==> config.mk <==
export PLATFORM = sky130hd
export DESIGN_NAME = lsu_mem_responder
export DESIGN_NICKNAME = d
export VERILOG_FILES = /design/src/rtl/lsu_mem_responder.sv
export SDC_FILE = /design/constraint.sdc
export NUM_CORES = 1
export LEC_CHECK = 0
export ABC_AREA = 1
export CORE_AREA = 4 4 131 133
export DETAILED_ROUTE_END_ITERATION = 8
export DIE_AREA = 0 0 135 137
export PLACE_DENSITY = 0.8
export SYNTH_ARGS = -nofsm -noshare
export SYNTH_HDL_FRONTEND = slang
export SYNTH_SLANG_ARGS = --single-unit
==> constraint.sdc <==
create_clock -name clk -period 2.3 [get_ports clk]
set_input_delay 0.46 -clock clk [delete_from_list [all_inputs] [get_ports clk]]
set_output_delay 0.46 -clock clk [all_outputs]
set_load 0.01 [all_outputs]
==> src/rtl/lsu_mem_responder.sv <==
// Memory-side responder for the MEM pipeline stage.
//
// Takes a load or store from the MEM stage and runs it on a req/gnt/rvalid data bus. It returns a
// one-cycle completion pulse on `valid` together with sign/zero-extended load data. The hazard
// logic waits on `valid` before it releases a load stall.
//
// Parameters:
//   TIMEOUT_CYCLES  maximum number of cycles spent waiting for bus_rvalid after a grant.
//                   0 disables the timeout.
//
// Optional feature (compile-time macro MISALIGN_CHECK_EN):
//   A half access with addr[0]=1, or a word access with addr[1:0]!=0, completes straight from idle
//   with misalign=1 and never touches the bus. When the macro is undefined, misalign is tied to 0
//   and the low address bits that a wide access does not need are ignored.
//
// Ports:
//   clk, rst_n                     clock (rising edge) and asynchronous active-low reset
//   mem_read, mem_write            MEM-stage load / store; a load wins if both are set
//   funct3, addr, wdata            RISC-V access size/sign, byte address, store data (rs2)
//   flush                          kills the current request
//   valid, rdata, err, misalign    completion pulse and its qualifiers
//   bus_req, bus_we, bus_addr,     bus request channel; all fields are registered at capture so
//   bus_be, bus_wdata              they stay stable while the request is held
//   bus_gnt, bus_rvalid, bus_rdata bus grant and read response
module lsu_mem_responder #(
  parameter int unsigned TIMEOUT_CYCLES = 255
) (
  input  logic        clk,
  input  logic        rst_n,
  input  logic        mem_read,
  input  logic        mem_write,
  input  logic [2:0]  funct3,
  input  logic [31:0] addr,
  input  logic [31:0] wdata,
  input  logic        flush,
  output logic        valid,
  output logic [31:0] rdata,
  output logic        err,
  output logic        misalign,
  output logic        bus_req,
  output logic        bus_we,
  output logic [31:0] bus_addr,
  output logic [3:0]  bus_be,
  output logic [31:0] bus_wdata,
  input  logic        bus_gnt,
  input  logic        bus_rvalid,
  input  logic [31:0] bus_rdata
);

  typedef enum logic [2:0] {StIdle, StReq, StWait, StDrain, StDone} state_e;

  state_e      state_q, state_d;
  logic [31:0] addr_q, addr_d;
  logic [2:0]  funct3_q, funct3_d;
  logic        we_q, we_d;
  logic [3:0]  be_q, be_d;
  logic [31:0] wdata_q, wdata_d;
  logic [31:0] rdata_q, rdata_d;
  logic        err_q, err_d;
  logic [31:0] cnt_q, cnt_d;
  logic        start;
  logic        timeout_hit;
`ifdef MISALIGN_CHECK_EN
  logic        misalign_q, misalign_d;
`endif

  // Access size is encoded in funct3[1:0]: 00 byte, 01 half, 1x word.
  function automatic logic [3:0] lane_be(input logic [1:0] size, input logic [1:0] a);
    logic [3:0] be;
    unique case (size)
      2'b00:   be = 4'b0001 << a;
      2'b01:   be = 4'b0011 << {a[1], 1'b0};
      default: be = 4'b1111;
    endcase
    return be;
  endfunction

  function automatic logic [31:0] lane_wdata(input logic [1:0] size, input logic [31:0] d);
    logic [31:0] w;
    unique case (size)
      2'b00:   w = {4{d[7:0]}};
      2'b01:   w = {2{d[15:0]}};
      default: w = d;
    endcase
    return w;
  endfunction

  function automatic logic [31:0] load_extend(input logic [2:0]  f3,
                                              input logic [1:0]  a,
                                              input logic [31:0] w);
    logic [7:0]  b;
    logic [15:0] h;
    logic [31:0] r;
    unique case (a)
      2'b00:   b = w[7:0];
      2'b01:   b = w[15:8];
      2'b10:   b = w[23:16];
      default: b = w[31:24];
    endcase
    h = a[1] ? w[31:16] : w[15:0];
    unique case (f3)
      3'b000:  r = {{24{b[7]}}, b};
      3'b001:  r = {{16{h[15]}}, h};
      3'b100:  r = {24'b0, b};
      3'b101:  r = {16'b0, h};
      default: r = w;  // LW and the reserved encodings
    endcase
    return r;
  endfunction

`ifdef MISALIGN_CHECK_EN
  function automatic logic is_misaligned(input logic [1:0] size, input logic [1:0] a);
    return ((size == 2'b01) && a[0]) || (size[1] && (a != 2'b00));
  endfunction
`endif

  assign start       = (mem_read | mem_write) & ~flush;
  assign timeout_hit = (TIMEOUT_CYCLES != 0) && (cnt_q == TIMEOUT_CYCLES);

  always_comb begin
    state_d  = state_q;
    addr_d   = addr_q;
    funct3_d = funct3_q;
    we_d     = we_q;
    be_d     = be_q;
    wdata_d  = wdata_q;
    rdata_d  = rdata_q;
    err_d    = err_q;
    cnt_d    = cnt_q;
`ifdef MISALIGN_CHECK_EN
    misalign_d = misalign_q;
`endif

    unique case (state_q)
      StIdle: begin
        if (start) begin
          addr_d   = addr;
          funct3_d = funct3;
          we_d     = ~mem_read;
          be_d     = lane_be(funct3[1:0], addr[1:0]);
          wdata_d  = lane_wdata(funct3[1:0], wdata);
          // Completion qualifiers start clean for every new access.
          rdata_d  = '0;
          err_d    = 1'b0;
`ifdef MISALIGN_CHECK_EN
          misalign_d = is_misaligned(funct3[1:0], addr[1:0]);
          state_d    = misalign_d ? StDone : StReq;
`else
          state_d    = StReq;
`endif
        end
      end
      StReq: begin
        // A flushed request cycle is never a grant, even if bus_gnt is high.
        if (flush) begin
          state_d = StIdle;
        end else if (bus_gnt) begin
          if (we_q) begin
            state_d = StDone;
          end else begin
            state_d = StWait;
            cnt_d   = '0;
          end
        end
      end
      StWait: begin
        if (bus_rvalid) begin
          state_d = StDone;
          rdata_d = load_extend(funct3_q, addr_q[1:0], bus_rdata);
        end else if (flush) begin
          // The read is already in flight; absorb its response before going idle.
          state_d = StDrain;
        end else if (timeout_hit) begin
          state_d = StDone;
          err_d   = 1'b1;
        end else begin
          cnt_d = cnt_q + 32'd1;
        end
      end
      StDrain: begin
        if (bus_rvalid || timeout_hit) begin
          state_d = StIdle;
        end else begin
          cnt_d = cnt_q + 32'd1;
        end
      end
      StDone: begin
        // The completing instruction is still in MEM this cycle, so nothing is sampled here.
        state_d = StIdle;
      end
      default: state_d = StIdle;
    endcase
  end

  always_ff @(posedge clk or negedge rst_n) begin
    if (!rst_n) begin
      state_q  <= StIdle;
      addr_q   <= '0;
      funct3_q <= '0;
      we_q     <= 1'b0;
      be_q     <= '0;
      wdata_q  <= '0;
      rdata_q  <= '0;
      err_q    <= 1'b0;
      cnt_q    <= '0;
    end else begin
      state_q  <= state_d;
      addr_q   <= addr_d;
      funct3_q <= funct3_d;
      we_q     <= we_d;
      be_q     <= be_d;
      wdata_q  <= wdata_d;
      rdata_q  <= rdata_d;
      err_q    <= err_d;
      cnt_q    <= cnt_d;
    end
  end

`ifdef MISALIGN_CHECK_EN
  always_ff @(posedge clk or negedge rst_n) begin
    if (!rst_n) begin
      misalign_q <= 1'b0;
    end else begin
      misalign_q <= misalign_d;
    end
  end
  assign misalign = misalign_q;
`else
  assign misalign = 1'b0;
`endif

  assign valid     = (state_q == StDone);
  assign rdata     = rdata_q;
  assign err       = err_q;
  assign bus_req   = (state_q == StReq);
  assign bus_we    = we_q;
  assign bus_addr  = {addr_q[31:2], 2'b00};
  assign bus_be    = be_q;
  assign bus_wdata = wdata_q;

endmodule

# == Yosys cells after proc, flatten, opt, wreduce, memory -nomap -nowiden ==
# Cells that the tools add are included.
# word_totals
out_inout_bits,105
regBits,140
wordCells,82
latchBits,0
mem_count,0
rom_bits,0
mem_bits_rw,0
# classes
n_div,0
n_lt_le_gt_ge,0
n_shift,2
mux,30
bitwise_logic,4
mul,0
addsub,1
n_reduce_logical,12
eq_ne,24
# ops
operator,n
$mux W32,9
$pmux W32 S2,2
$pmux W32 S4,1
$pmux W32 S3,1
$add A32 B1 Y32 const B,1
$eq A32 B8 Y1 const B,1
$mux W3,8
$pmux W8 S3,1
$ne A2 B2 Y1 const B,10
$mux W16,1
$pmux W3 S4,1
$eq A3 B3 Y1 const B,3
$pmux W4 S2,1
$reduce_and A8 Y1,1
$eq A3 B1 Y1 const B,2
$eq A3 B2 Y1 const B,2
$logic_not A3 Y1,2
$reduce_and A5 Y1,1
$eq A2 B1 Y1 const B,2
$logic_not A2 Y1,2
$mux W1,4
$ne A4 B4 Y1 const B,1
$reduce_and A4 Y1,1
$shl A1 B2 Y4 const A,1
13 further kinds,14

# == Longest topological paths before layout ==
# Gate-level depths: netlist of the first run.
# logic_depth
ltp_word,5
depth_mapped,12

# == Least setup slack after synthesis of the first run ==
# No wires, ideal clock.
# synth_path
path_type,register to register
from,reg cnt_q[0]
to,reg cnt_q[30]
path_stages_with_launch,13
arrival_ns,1.661
n_path_buf,1
setup_slack_ns,0.521
period_less_slack_ns,1.779
cell_sequence,dfrtp_1 > ha_1 > nand2_1 > nor2_4 > nand2_2 > clkinv_2 > nand2_2 > nor2_4 > a21oi_2 > nand2_4 > buf_6 > nand2_1 > nand2_1
# synth_via
elab_chain_len,5
# synth_lines
element,line,rtl
"start, declared",60,"logic [31:0] cnt_q, cnt_d;"
"start signal, assigned",215,cnt_q <= cnt_d;
$add A32 B1 Y32,"177, 184",
$mux W32,173,end else if (timeout_hit) begin
$mux W32,170,end else if (flush) begin
$mux W32,167,if (bus_rvalid) begin
$pmux W32 S3,134,unique case (state_q)
# Several ways; a longest one is shown, not always the timed one. The select of a mux whose other input is x is not followed.
# A chain may end at the register's enable or synchronous reset.

# == Worst setup path after layout of the first run ==
# layout_path
from,reg state_q[0]
to,out valid
# layout_via
elab_chain_len,1
# layout_lines
element,line,rtl
"start, declared",52,"state_e state_q, state_d;"
"start signal, assigned",197,state_q <= StIdle;
"start signal, assigned",207,state_q <= state_d;
$eq A3 B3 Y1,232,assign valid = (state_q == StDone);
"end, declared",36,"output logic valid,"
# Every way passes these cells.

==> out/metrics.cfg, run 1 <==
[status]
status = complete, but fails checks
violations = hold timing

[clock_tree]
cts_root_buf = clkbuf_16
h-tree-depth = 4
clockBufferDepth = 2
cts_tree = yes
cts_setup_buffers = 0
clk_pin_slew_worst_paths_ns = 0.06
worstSkewPairLatency_ns = 0.42
cts_buffers = 17
cts.sinks = 140

[cells_and_area]
final_nets = 1393
synthToLayoutAreaGrowth_pct = 34.9
nFillCells = 1329
final_common_cell = nand2_1
antenna_cells = 0
drive_gt1_frac = 0.0593
final_cell_mix = nand2_1 (473), clkdlybuf4s50_1 (205), dfrtp_1 (139)

[detailed_routing]
finalWirelength_um = 22900
routed_via_density = 5.07
vias = 7674
met3WireLength_um = 1670
dr.pass1.iters = 5
routed.top_layer = met4
drtIter0Drc = 633
wl_met1_um = 9720
drc = 0
ant_nets = 0
dr_wl_met2_um = 10900
routedWlPerCell_um = 15.1

[global_routing]
grt_pass1_wl_um = 37400
antenna_found_initial = 0
first_global_vias = 7628
grt-ovfl-total = 0
track_usage = 0.253
grt_start_max_net_pins = 66

[floorplan]
die_h_um = 137
dieWidth_um = 135
start_util = 0.491
fp.coreArea_sq_um = 15800
pin_count = 211
core.rowCount = 46
fp.dieArea_sq_um = 18500

[setup_path]
reg2reg_depth = 11
worstSetupStartpointType = flop
critPathRequiredTime_ns = 1.84
cp_max_fo = 6
worstSetupEndpointType = output pin
arrival_ns = 1.79
rrSetupSlack_ns = 0.25
crit_type = reg -> out

[pwr]
ir_drop_mv = 0.682
power_density_nw_per_um2 = 1110
p_leak_nw = 4.99

[timing]
worst_slack_ns = 0.0487
tightest_slew_ns = 0.652
hold_viol_final = 5
rsz0062_at_grt = false
slew_viol_final = 0
fin_worst_skew_ns = 0.0135
whs_ns = -0.00509
period_share = 0.979
setup_viol = 0
relSlewSlack = 0.565
max_freq_ghz = 0.444
finalSetupTns_ns = 0
fin_crit_ns = 2.25

[synth]
ys_ff_latch = 140
yosys_warnings = 0
syn_area_per_cell_sq_um = 6.97
ys_types = 36
syn_area_sq_um = 7770
yosysSeqAreaShare = 0.451
syn_inst = 1115

[run]
drv_cap = 0

[placement]
hpwlAfterDp_um = 16600
gp_congestion = 0.918
io_buffers = 207
pre_cts_slack_ns = 0.137

[worst_hold_path]
worstHoldPathType = in -> async

[flip-flops by register name (all words and copies together) (netlist names)]
| register | cells |
|---|---|
| cnt_q | 32 |
| err | 1 |
| bus_we | 1 |
| bus_wdata | 32 |
| state_q | 3 |
| bus_be | 4 |
| funct3_q | 3 |
| rdata | 32 |
| addr_q | 32 |
[kinds of logic (layout without fill, tap and decap cells)]
family	after synthesis	in the layout	synth area share
adder cells (fa/ha/maj)	1	1	0.00161
AND/OR/NAND/NOR	677	677	0.348
flip-flops	140	140	0.451
XOR/XNOR	9	9	0.0101
AO/OA/AOI/OAI	133	133	0.0923
other	1	3	0.000483
buffers and inverters	154	336	0.0966
[final timing paths]
check,start,to
setup / recovery,state_q[0],valid
min in group clk,addr_q[27],addr_q[27]
hold / removal,rst_n,cnt_q[20]
max in group asynchronous,rst_n,bus_we
setup reg to reg,cnt_q[0],cnt_q[14]
hold reg to reg,addr_q[27],addr_q[27]
[area by class of cell]
class,count,area (sq um),share of cell area
Multi-Input combinational cell,823,3530,0.337
Clock buffer,19,443,0.0423
Sequential cell,140,3500,0.334
Clock inverter,13,131,0.0125
Inverter,73,275,0.0263
Tap cell,216,270,0.0258
Timing Repair Buffer,231,2320,0.221
[cells in the mapped netlist, drive strengths merged]
library cell	count	area share
xnor2	4	0.0045
xor2	5	0.0056
conb	1	0.00048
a32oi	1	0.0011
buf	56	0.049
dfrtp	140	0.45
nor3	2	0.0013
o211ai	11	0.011
nand4	5	0.0048
nand3	62	0.041
inv	71	0.034
or2	1	0.00081
nand2	477	0.23
nor2	126	0.063
nor3b	4	0.0039
o2111ai	1	0.0011
ha	1	0.0016
clkbuf	25	0.012
o21bai	3	0.0034
a31oi	1	0.00081
o21ai	71	0.046
clkinv	2	0.0011
a21oi	45	0.029
[routing by layer]
layer,vias up,global-route usage
met1,3542,0.323
met5,-,0
met3,50,0.0699
met2,278,0.412
met4,0,0.0957
li1,3804,-
[report_power, final]
part / switching [mW] / leakage [nW] / internal (mW)
clock network: 1.13 / 0.283 / 1.55
registers: 0.577 / 1.83 / 3.29
logic: 2.78 / 2.88 / 2.30
total: 4.49 / 4.99 / 7.14
[critical path, stage by stage (launching register included)]
cell and delay, ns:
dfrtp_1 0.46, nor3_2 0.32, clkdlybuf4s50_1 0.60
[metrics by stage]
stage / instance area (sq um) / std cells / total power [mW] / hold slack, ns / utilization
detailed placement: 9890 / 1483 / 8.95 / 0.448 / 0.625
CTS: 10500 / 1515 / 11.7 / 0.00382 / 0.662
floorplan: 7780 / 1117 / 6.74 / 0.164 / -
finish: 10500 / 1515 / 11.6 / -0.00509 / 0.662
global placement: 9890 / 1483 / 8.85 / 0.451 / 0.625
global route: 10500 / 1515 / 12.4 / 0.0241 / 0.662
[repair_timing]
action | in CTS | in global routing
hold buffers | 0 | 0
pin swaps | 0 | 0
setup endpoints to repair | 1 | 1
gates resized for setup | 1 | 3
No activity file was read; power rests on OpenSTA's default activity.
==> run 2: changes to the inputs <==
CORE_AREA = 4 4 127 129   (was 4 4 131 133)
DIE_AREA = 0 0 131 133   (was 0 0 135 137)
PLACE_DENSITY = 0.85   (was 0.8)
clock period = 2.76 ns   (was 2.3 ns; I/O delays follow)
==> run 2 against run 1 <==
Compared with the run above: the run now ends clean; wire length decreased by 3.5%; register-to-register slack improved by 0.33 ns; combinational power shrank 18%; highest routed layer unchanged.
==> out/metrics.cfg, run 2 (synthesis results as in run 1) <==
[clock_tree]
cts.sinks = 140  ; unchanged
cts_buffers = 17  ; unchanged
cts_tree = yes
cts_resized = 0  ; -1
worstSkewPairLatency_ns = 0.43  ; about the same
cts_setup_buffers = 0  ; unchanged
ctsHoldBuffers = 0  ; unchanged
h-tree-depth = 4  ; unchanged
clockBufferDepth = 2  ; unchanged
cts_root_buf = clkbuf_16
clk_pin_slew_worst_paths_ns = 0.06  ; about the same

[timing]
rsz0062_at_grt = false
hold_viol_final = 0  ; -5
period_share = 0.886
tightest_slew_ns = 0.712  ; +0.0597 ns
setup_viol = 0  ; unchanged
worst_slack_ns = 0.313  ; +0.265 ns
max_freq_ghz = 0.409
fin_crit_ns = 2.45
whs_ns = 0.0603  ; +0.0654 ns
finalSetupTns_ns = 0  ; unchanged
fin_worst_skew_ns = 0.0118  ; -0.00178 ns
relSlewSlack = 0.525  ; -0.0398
slew_viol_final = 0  ; unchanged

[global_routing]
grt_start_max_net_pins = 52  ; -21%
grt-ovfl-total = 0  ; unchanged
first_global_vias = 7229  ; -5.2%
antenna_found_initial = 0  ; unchanged
track_usage = 0.257  ; +0.00461
grt_pass1_wl_um = 35400  ; -5.4%

[detailed_routing]
drtIter0Drc = 513  ; -19%
vias = 7682  ; +0.10%
wl_met1_um = 9060  ; -6.8%
ant_nets = 0  ; unchanged
routedWlPerCell_um = 14.9  ; -1.3%
drc = 0  ; unchanged
dr_wl_met2_um = 10500  ; -4.0%
routed.top_layer = met4
finalWirelength_um = 22100  ; -3.5%
routed_via_density = 5.18  ; +2.3%
dr.pass1.iters = 5  ; unchanged
met3WireLength_um = 1820  ; +9.1%

[setup_path]
crit_type = reg -> out
critPathTopFamily = buffers and inverters
max_stage_delay_ns = 0.62  ; +0.02 ns
path_cells = nor3_1, clkdlybuf4s50_1
r2r-start = cnt_q[0]
cpMaxStageDelayCell = clkdlybuf4s50_1
worstSetupPathDepth = 2  ; unchanged
cp_max_fo = 6  ; unchanged
critPathRequiredTime_ns = 2.21  ; +0.37 ns
critical_path_buf_inv_count = 1  ; unchanged
r2r_end = cnt_q[29]
rrSetupSlack_ns = 0.58  ; +0.33 ns
reg2reg_depth = 11  ; unchanged
worstSetupEndpointType = output pin
worstSetupStartpointType = flop
arrival_ns = 1.89  ; +0.10 ns

[pwr]
ir_drop_mv = 0.671  ; -1.6%
pwr-share-seq = 0.336  ; +0.003
combPwrFrac = 0.429  ; -0.008
p_leak_nw = 4.94  ; -0.94%
p_sw_frac = 0.382  ; -0.00447
internal_power_mw = 5.99  ; -16%
p_sw_mw = 3.70  ; -18%
clockPowerShare = 0.235  ; +0.005
power_density_nw_per_um2 = 932  ; -16%
power.total_mw = 9.69  ; -17%

[floorplan]
fp.coreArea_sq_um = 15000  ; -5.0%
core.rowCount = 45  ; -2.2%
fp.dieArea_sq_um = 17400  ; -5.8%
start_util = 0.517  ; +0.0259
pin_count = 211  ; unchanged
dieWidth_um = 131  ; -3.0%
die_h_um = 133  ; -2.9%

[placement]
pre_cts_slack_ns = 0.406  ; +0.269 ns
io_buffers = 207  ; unchanged
hpwlAfterDp_um = 16200  ; -2.7%
placed_cells = 1450  ; -2.2%
gp_congestion = 0.926  ; +0.81%
place_area_sq_um = 9810  ; -0.86%

[cells_and_area]
final_nets = 1388  ; -0.36%
seqCellArea_sq_um = 3500  ; about the same
stdcell_count = 1482  ; -2.2%
synthToLayoutAreaGrowth_pct = 33.8
fin_area_sq_um = 10400  ; -0.81%
nFillCells = 1238  ; -6.8%
final_common_cell = nand2_1
utilization = 0.691  ; +0.0293
drive_gt1_frac = 0.0541  ; -0.00518
final_cell_mix = nand2_1 (473), clkdlybuf4s50_1 (206), dfrtp_1 (140)
multi_input_comb_area_sq_um = 3530  ; -0.14%
antenna_cells = 0  ; unchanged

[status]
status = complete, no violations

[run]
drv_cap = 0  ; unchanged

[worst_hold_path]
worstHoldPathType = in -> async

## run 2: cell type report
| class | instances | area share |
|---|---|---|
| Inverter | 73 | 0.0265 |
| Tap cell | 188 | 0.0226 |
| Clock inverter | 14 | 0.0138 |
| Sequential cell | 140 | 0.337 |
| Multi-Input combinational cell | 823 | 0.340 |
| Timing Repair Buffer | 226 | 0.218 |
| Clock buffer | 18 | 0.0423 |
## run 2: layer usage
layer,global-route usage,vias up
met2,0.400,297
met1,0.324,3539
met3,0.0896,53
met4,0.111,0
li1,-,3793
met5,0,-
## run 2: how the worst max path moves through the flow
stage | startpoint | end | slack (ns)
CTS | state_q[0] | valid | 0.31
global placement | bus_rvalid | rdata[2] | 0.48
detailed placement | flush | bus_be[2] | 0.41
global route | state_q[0] | valid | 0.27
finish | state_q[0] | valid | 0.31
floorplan | cnt_q[0] | cnt_q[30] | 0.98
## run 2: power groups by stage
stage	logic, mW	registers (mW)	clock network, mW
6_report	4.16	3.25	2.27
3_3_place_gp	4.06	3.26	0
5_1_grt	4.58	3.35	2.40
4_1_cts	4.18	3.25	2.31
3_5_place_dp	4.14	3.27	0
2_1_floorplan	2.30	3.32	0
